[src/rtl/hls_module_status_tracker.sv]
// hls_module_status_tracker
//
// Watches NUM_CH ap_ctrl_hs / ap_ctrl_chain control interfaces and keeps
// per-channel activity counters and latency statistics. Each channel has a
// three-state tracker (IDLE, BUSY, DONE_WAIT). A one-cycle-latency readout
// port returns any counter of any channel.
//
// Ports
//   clock        sole clock, all inputs sampled on its rising edge
//   reset        asynchronous, active-low reset
//   ap_start     per-channel start (bit i = channel i)
//   ap_ready     per-channel ready (counted only)
//   ap_done      per-channel done
//   ap_continue  per-channel continue (tie 1 for ap_ctrl_hs channels)
//   cnt_en       per-channel counter enable; the tracker runs regardless
//   cnt_clr      per-channel synchronous clear of the seven statistic regs
//   rd_req       readout request
//   rd_ch        channel to read; out-of-range channels return 0
//   rd_sel       0 start_cnt, 1 ready_cnt, 2 done_cnt, 3 busy_cyc,
//                4 stall_cyc, 5 last_lat, 6 max_lat, 7 status (state)
//   rd_valid     readout data valid
//   rd_data      readout data (latency and status zero-extended)
//   dbg_state    live tracker state, two bits per channel
//
// Readout handshake: rd_req is a single-cycle request with no back-pressure.
// A request sampled at edge N produces rd_valid=1 for exactly the cycle after
// edge N, carrying the register value that was present before edge N. With
// no request rd_valid is 0 and rd_data keeps its previous value.

module hls_module_status_tracker #(
  parameter int NUM_CH = 4,
  parameter int CNT_W  = 32,
  parameter int LAT_W  = 16,
  parameter int CH_W   = (NUM_CH > 1) ? $clog2(NUM_CH) : 1
) (
  input  logic                  clock,
  input  logic                  reset,
  input  logic [NUM_CH-1:0]     ap_start,
  input  logic [NUM_CH-1:0]     ap_ready,
  input  logic [NUM_CH-1:0]     ap_done,
  input  logic [NUM_CH-1:0]     ap_continue,
  input  logic [NUM_CH-1:0]     cnt_en,
  input  logic [NUM_CH-1:0]     cnt_clr,
  input  logic                  rd_req,
  input  logic [CH_W-1:0]       rd_ch,
  input  logic [2:0]            rd_sel,
  output logic                  rd_valid,
  output logic [CNT_W-1:0]      rd_data,
  output logic [2*NUM_CH-1:0]   dbg_state
);

  typedef enum logic [1:0] {
    ST_IDLE      = 2'd0,
    ST_BUSY      = 2'd1,
    ST_DONE_WAIT = 2'd2
  } state_t;

  localparam logic [CH_W:0] NUM_CH_CMP = (CH_W+1)'(NUM_CH);

  function automatic logic [CNT_W-1:0] inc_cnt(input logic [CNT_W-1:0] v,
                                               input logic             en);
    return (en && (v != {CNT_W{1'b1}})) ? v + CNT_W'(1) : v;
  endfunction

  function automatic logic [LAT_W-1:0] inc_lat(input logic [LAT_W-1:0] v);
    return (v != {LAT_W{1'b1}}) ? v + LAT_W'(1) : v;
  endfunction

  // Per-channel readout candidate, selected by rd_sel inside each channel.
  logic [CNT_W-1:0] ch_field [NUM_CH];

  for (genvar i = 0; i < NUM_CH; i++) begin : g_ch
    state_t           state_q;
    state_t           state_d;
    logic [LAT_W-1:0] lat_run_q;
    logic [LAT_W-1:0] lat_now;
    logic [LAT_W-1:0] last_lat_q;
    logic [LAT_W-1:0] max_lat_q;
    logic [CNT_W-1:0] start_cnt_q;
    logic [CNT_W-1:0] ready_cnt_q;
    logic [CNT_W-1:0] done_cnt_q;
    logic [CNT_W-1:0] busy_cyc_q;
    logic [CNT_W-1:0] stall_cyc_q;
    logic             acc_start;  // start accepted this cycle
    logic             done_evt;   // transaction completes this cycle
    logic             lat_evt;    // ap_done observed: capture latency
    logic [CNT_W-1:0] field;

    always_comb begin
      state_d   = state_q;
      acc_start = 1'b0;
      done_evt  = 1'b0;
      lat_evt   = 1'b0;
      case (state_q)
        ST_IDLE: begin
          if (ap_start[i]) begin
            acc_start = 1'b1;
            if (ap_done[i]) begin
              lat_evt = 1'b1;
              if (ap_continue[i]) begin
                done_evt = 1'b1;
                state_d  = ST_IDLE;
              end else begin
                state_d  = ST_DONE_WAIT;
              end
            end else begin
              state_d = ST_BUSY;
            end
          end
        end
        ST_BUSY: begin
          if (ap_done[i]) begin
            lat_evt = 1'b1;
            if (ap_continue[i]) begin
              done_evt = 1'b1;
              // Pipelined restart: a start present at completion is taken.
              if (ap_start[i]) begin
                acc_start = 1'b1;
                state_d   = ST_BUSY;
              end else begin
                state_d   = ST_IDLE;
              end
            end else begin
              state_d = ST_DONE_WAIT;
            end
          end
        end
        ST_DONE_WAIT: begin
          if (ap_continue[i]) begin
            done_evt = 1'b1;
            if (ap_start[i]) begin
              acc_start = 1'b1;
              state_d   = ST_BUSY;
            end else begin
              state_d   = ST_IDLE;
            end
          end
        end
        default: state_d = ST_IDLE;
      endcase
    end

    // A done in the same cycle as the start out of IDLE has latency 0; the
    // running counter only tracks elapsed cycles once a start is in flight.
    assign lat_now = (state_q == ST_IDLE) ? '0 : lat_run_q;

    always_ff @(posedge clock or negedge reset) begin
      if (!reset) begin
        state_q     <= ST_IDLE;
        lat_run_q   <= '0;
        last_lat_q  <= '0;
        max_lat_q   <= '0;
        start_cnt_q <= '0;
        ready_cnt_q <= '0;
        done_cnt_q  <= '0;
        busy_cyc_q  <= '0;
        stall_cyc_q <= '0;
      end else begin
        state_q <= state_d;

        // Value one edge after the accepted start is one elapsed cycle.
        if (acc_start) begin
          lat_run_q <= LAT_W'(1);
        end else if (state_q == ST_BUSY) begin
          lat_run_q <= inc_lat(lat_run_q);
        end

        // Clear takes priority over any increment or latency capture.
        if (cnt_clr[i]) begin
          last_lat_q  <= '0;
          max_lat_q   <= '0;
          start_cnt_q <= '0;
          ready_cnt_q <= '0;
          done_cnt_q  <= '0;
          busy_cyc_q  <= '0;
          stall_cyc_q <= '0;
        end else begin
          if (lat_evt) begin
            last_lat_q <= lat_now;
            if (lat_now > max_lat_q) begin
              max_lat_q <= lat_now;
            end
          end
          start_cnt_q <= inc_cnt(start_cnt_q, cnt_en[i] & acc_start);
          ready_cnt_q <= inc_cnt(ready_cnt_q, cnt_en[i] & ap_ready[i]);
          done_cnt_q  <= inc_cnt(done_cnt_q,  cnt_en[i] & done_evt);
          busy_cyc_q  <= inc_cnt(busy_cyc_q,  cnt_en[i] & (state_q == ST_BUSY));
          stall_cyc_q <= inc_cnt(stall_cyc_q, cnt_en[i] & (state_q == ST_DONE_WAIT));
        end
      end
    end

    always_comb begin
      field = '0;
      case (rd_sel)
        3'd0:    field = start_cnt_q;
        3'd1:    field = ready_cnt_q;
        3'd2:    field = done_cnt_q;
        3'd3:    field = busy_cyc_q;
        3'd4:    field = stall_cyc_q;
        3'd5:    field = CNT_W'(last_lat_q);
        3'd6:    field = CNT_W'(max_lat_q);
        default: field = CNT_W'(state_q);
      endcase
    end

    assign ch_field[i]          = field;
    assign dbg_state[2*i +: 2]  = state_q;
  end

  always_ff @(posedge clock or negedge reset) begin
    if (!reset) begin
      rd_valid <= 1'b0;
      rd_data  <= '0;
    end else begin
      rd_valid <= rd_req;
      if (rd_req) begin
        if ({1'b0, rd_ch} < NUM_CH_CMP) begin
          rd_data <= ch_field[rd_ch];
        end else begin
          rd_data <= '0;
        end
      end
    end
  end

endmodule

[config.mk]
export PLATFORM = sky130hd
export DESIGN_NAME = hls_module_status_tracker
export DESIGN_NICKNAME = d
export VERILOG_FILES = /design/src/rtl/hls_module_status_tracker.sv
export SDC_FILE = /design/constraint.sdc
export NUM_CORES = 2
export LEC_CHECK = 0
export CORE_AREA = 2 2 325 488
export CTS_CLUSTER_SIZE = 24
export DETAILED_ROUTE_END_ITERATION = 7
export DIE_AREA = 0 0 327 490
export GPL_ROUTABILITY_DRIVEN = 0
export PLACE_DENSITY_LB_ADDON = 0.05
export SETUP_SLACK_MARGIN = 0.5
export SYNTH_ARGS = -nofsm -noshare
export SYNTH_HDL_FRONTEND = slang
export SYNTH_SLANG_ARGS = --single-unit
export TNS_END_PERCENT = 10
[constraint.sdc]
create_clock -name clock -period 4.5 [get_ports clock]
set_input_delay 0.9 -clock clock [delete_from_list [all_inputs] [get_ports clock]]
set_output_delay 0.9 -clock clock [all_outputs]
set_load 0.005 [all_outputs]
==> impl_metrics.sql <==
INSERT INTO impl_metrics (metric_group, metric, value, unit) VALUES
('status', 'run_status', 'finished clean', ''),
('routing', 'drc_violations', '0', ''),
('final_layout', 'finalNetCount', '5867', ''),
('power_and_ir_drop', 'power.leakage', '23.2', 'nW'),
('critical_path', 'timing.critical_path.required', '5.10', 'ns'),
('final_layout', 'non_filler_instance_count_after_layout', '7900', ''),
('floorplanning', 'floorplan.io_pins', '73', ''),
('yosys', 'synthesis.yosys.warnings', '0', ''),
('cts', 'postCtsResizedCells', '0', ''),
('yosys', 'synthTopCellsByArea', 'sky130_fd_sc_hd__dfrtp_1 (43%), sky130_fd_sc_hd__nor2_1 (6.0%), sky130_fd_sc_hd__xnor2_1 (5.2%), sky130_fd_sc_hd__xor2_1 (4.5%), sky130_fd_sc_hd__nand3_1 (3.5%)', ''),
('power_and_ir_drop', 'power_density', '326', 'nW/µm²'),
('place', 'place.detailed.instances', '7714', ''),
('floorplanning', 'die_h', '490', 'µm'),
('yosys', 'post_synth_top_area_cell', 'sky130_fd_sc_hd__dfrtp_1', ''),
('sta', 'timing_hold_violations_final', '0', ''),
('final_layout', 'area_growth_syn_to_layout', '14.1', '%'),
('final_layout', 'final_core_utilization', '37.4', '%'),
('global_route', 'globalRouteTotalUtil', '26.6', '%'),
('yosys', 'synth.net_count', '5831', ''),
('sta', 'final.period_utilization', '77.3', '%'),
('yosys', 'postSynthRegisterBits', '873', ''),
('floorplanning', 'placement_rows', '178', ''),
('place', 'io_buffer_count', '72', ''),
('floorplanning', 'floorplan.die.width', '327', 'µm'),
('yosys', 'syn_area_per_cell', '8.97', 'µm²'),
('cts', 'cts_made_buffers', '101', ''),
('yosys', 'synth.top_cell.area_share', '42.7', '%'),
('floorplanning', 'starting_density_of_the_core', '32.8', '%'),
('routing', 'routed_via_density', '5.72', ''),
('yosys', 'synth.distinct_cells', '91', ''),
('yosys', 'syn_inst', '5711', ''),
('sta', 'finalHoldWorstSlack', '0.217', 'ns'),
('routing', 'drt_first_iter_violations', '4117', ''),
('sta', 'slew_viol_final', '0', ''),
('global_route', 'grt_pass1_vias', '44800', ''),
('yosys', 'synthArstFlopShare', '100', '%'),
('routing', 'drtAntennaViolNets', '0', ''),
('critical_path', 'arrival', '4.07', 'ns'),
('worst_hold_path', 'worst_min_path_class', 'in2async', ''),
('power_and_ir_drop', 'irDropWorstVdd', '0.334', 'mV'),
('final_layout', 'drive_gt1_share', '8.00', '%'),
('sta', 'maxClockFrequency', '288', 'MHz'),
('global_route', 'grt_max_degree', '97', ''),
('critical_path', 'worstReg2RegEnd', 'g_ch[3].max_lat_q[8]', ''),
('routing', 'wirelength', '216000', 'µm'),
('job', 'max_cap_violations', '0', ''),
('critical_path', 'worstRegToRegCells', '10', ''),
('sta', 'timing_worst_slew_pin_value', '1.19', 'ns'),
('sta', 'setup_viol', '0', ''),
('yosys', 'share_of_the_yosys_chip_area_belonging_to_registers', '42.7', '%'),
('global_route', 'grt_antenna_before_repair', '13', ''),
('global_route', 'global_route_wire_length_before_repair', '317000', 'µm'),
('critical_path', 'path_class', 'reg2reg', ''),
('cts', 'root_buffer', 'sky130_fd_sc_hd__clkbuf_16', ''),
('critical_path', 'endpoint_kind', 'register', ''),
('sta', 'finClkSkew', '0.0294', 'ns'),
('critical_path', 'regToRegSetupSlack', '1.02', 'ns'),
('floorplanning', 'die-area', '160000', 'µm²'),
('cts', 'cts_hold_repair.buffers', '0', ''),
('critical_path', 'crit-reg2reg-launch', 'g_ch[3].state_q[1]', ''),
('yosys', 'synth-edff-count', '0', ''),
('cts', 'cts.repair_timing.setup_buffer_count', '0', ''),
('routing', 'post_drt_wl_per_cell', '27.3', 'µm'),
('place', 'place.detailed.hpwl', '162000', 'µm'),
('cts', 'clockBufferDepth', '3', ''),
('cts', 'clkSlewWorstSetupHoldPaths', '0.06', 'ns'),
('cts', 'tritoncts', 'built', ''),
('cts', 'clk_latency', '0.75', 'ns'),
('global_route', 'grt-ovfl-total', '0', ''),
('sta', 'final.min_clock_period', '3.48', 'ns'),
('sta', 'relSlewSlack', '20.9', '%'),
('routing', 'detail_route.first_pass.iterations', '8', ''),
('cts', 'number_of_sinks_driven_by_the_clock_tree', '873', ''),
('cts', 'cts_max_level', '3', ''),
('critical_path', 'crit_fanout', '17', ''),
('yosys', 'synth-main-ff-cell', 'sky130_fd_sc_hd__dfrtp_1', ''),
('yosys', 'mappedNetlistArea', '51200', 'µm²'),
('routing', 'dr_total_vias', '45200', ''),
('sta', 'timing.setup.tns', '0', 'ns'),
('critical_path', 'critical_path.startpoint_type', 'register', ''),
('sta', 'grt_setup_unrepaired', 'false', ''),
('floorplanning', 'design.core.area', '156000', 'µm²');
power by group:
group,internal [mW],leakage (nW),switching [mW]
clock,5.20,1.72,3.72
sequential,7.97,12.1,0.215
combinational,0.627,9.34,1.34
total,13.8,23.2,5.28
sequential cells by signal (all words and copies together) (netlist names):
register / cells
g_ch.busy_cyc_q: 128
g_ch.done_cnt_q: 128
g_ch.ready_cnt_q: 128
g_ch.stall_cyc_q: 128
g_ch.start_cnt_q: 128
g_ch.last_lat_q: 64
g_ch.lat_run_q: 64
g_ch.max_lat_q: 64
rd_data: 32
g_ch.state_q: 8
rd_valid: 1
kinds of logic (layout without fill, tap and decap cells):
| kind of cell | after synthesis | after routing | share of synthesized area, % |
|---|---|---|---|
| buf+inv | 451 | 567 | 3.48 |
| flops | 873 | 873 | 42.7 |
| simple gates | 2685 | 2685 | 26.7 |
| compound gates | 890 | 890 | 11.9 |
| xor+xnor | 565 | 565 | 9.66 |
| fa+ha+maj | 88 | 88 | 2.15 |
| mux | 159 | 159 | 3.37 |
| other cells | 0 | 3 | 0 |
synth_stat cells, types with 127 or more instances:
cell,count
sky130_fd_sc_hd__nor2_1,812
sky130_fd_sc_hd__nand2_1,399
sky130_fd_sc_hd__o21ai_0,145
sky130_fd_sc_hd__dfrtp_1,873
sky130_fd_sc_hd__a22oi_1,179
sky130_fd_sc_hd__nand4_1,249
sky130_fd_sc_hd__inv_1,145
sky130_fd_sc_hd__clkbuf_1,247
sky130_fd_sc_hd__xor2_1,262
sky130_fd_sc_hd__nand3_1,357
sky130_fd_sc_hd__nor3_1,186
sky130_fd_sc_hd__xnor2_1,303
sky130_fd_sc_hd__and3_1,127
sky130_fd_sc_hd__a21oi_1,213
worst max-delay path, cell delays in order, from the launching register on:
cell and delay (ns):
sky130_fd_sc_hd__dfrtp_1 0.37, sky130_fd_sc_hd__nor2_1 0.42, sky130_fd_sc_hd__buf_12 0.22, sky130_fd_sc_hd__nor2b_1 0.07, sky130_fd_sc_hd__ha_1 0.30, sky130_fd_sc_hd__a21oi_1 0.15
sky130_fd_sc_hd__nand2_1 0.07, sky130_fd_sc_hd__a221o_1 0.38, sky130_fd_sc_hd__o31ai_4 1.01, sky130_fd_sc_hd__mux2i_1 0.27, sky130_fd_sc_hd__nor2_1 0.06
routing by layer:
layer | track usage, % | part of all wire [%] | up-vias
li1 | - | - | 20600
met1 | 32.8 | 40 | 22800
met2 | 45.9 | 50 | 1352
met3 | 3.20 | 5.0 | 381
met4 | 13.0 | 5.3 | 10
met5 | 0 | 0.035 | -
per-stage QoR:
step	area, µm²	worst slack, ns	total power [mW]
after floorplan	51200	1.25	9.20
after global placement	54900	0.468	10.3
after detailed placement	54900	0.453	10.3
after CTS	58400	0.980	19.3
after global routing	58400	0.781	19.8
final	58400	1.02	19.1
cells in the final DEF, fill, tap and decap left out, types with 105 or more instances in the layout:
cell and count:
sky130_fd_sc_hd__dfrtp_1 873, sky130_fd_sc_hd__nor2_1 809, sky130_fd_sc_hd__a22oi_1 179, sky130_fd_sc_hd__nand4_1 249
sky130_fd_sc_hd__xor2_1 262, sky130_fd_sc_hd__nor3_1 183, sky130_fd_sc_hd__nand2_1 399, sky130_fd_sc_hd__buf_4 150
sky130_fd_sc_hd__inv_1 145, sky130_fd_sc_hd__a21oi_1 212, sky130_fd_sc_hd__mux2i_1 117, sky130_fd_sc_hd__nand3_1 357
sky130_fd_sc_hd__o21ai_0 145, sky130_fd_sc_hd__clkbuf_16 105, sky130_fd_sc_hd__and3_1 127, sky130_fd_sc_hd__xnor2_1 303
worst max-delay path by stage:
stage	to	slack (ns)	cells past startpoint	from
floorplan	g_ch[3].max_lat_q[10]	1.25	14	g_ch[3].state_q[1]
global placement	rd_data[10]	0.47	7	rd_sel[0]
detailed placement	rd_data[10]	0.45	7	rd_sel[0]
CTS	g_ch[3].max_lat_q[8]	0.98	10	g_ch[3].state_q[1]
global route	g_ch[3].max_lat_q[15]	0.78	10	g_ch[3].state_q[1]
finish	g_ch[3].max_lat_q[8]	1.02	10	g_ch[3].state_q[1]
area by class of cell:
type / count / area, µm²
diodes: 3 / 7.51
clock buffers: 136 / 2930
clock inverters: 47 / 559
fillers: 15900 / 97700
inverters: 145 / 544
multi-input cells: 4387 / 27700
flip-flops and latches: 873 / 21800
well taps: 2070 / 2590
repair buffers: 239 / 2230
(Power assumes the default switching activity.)
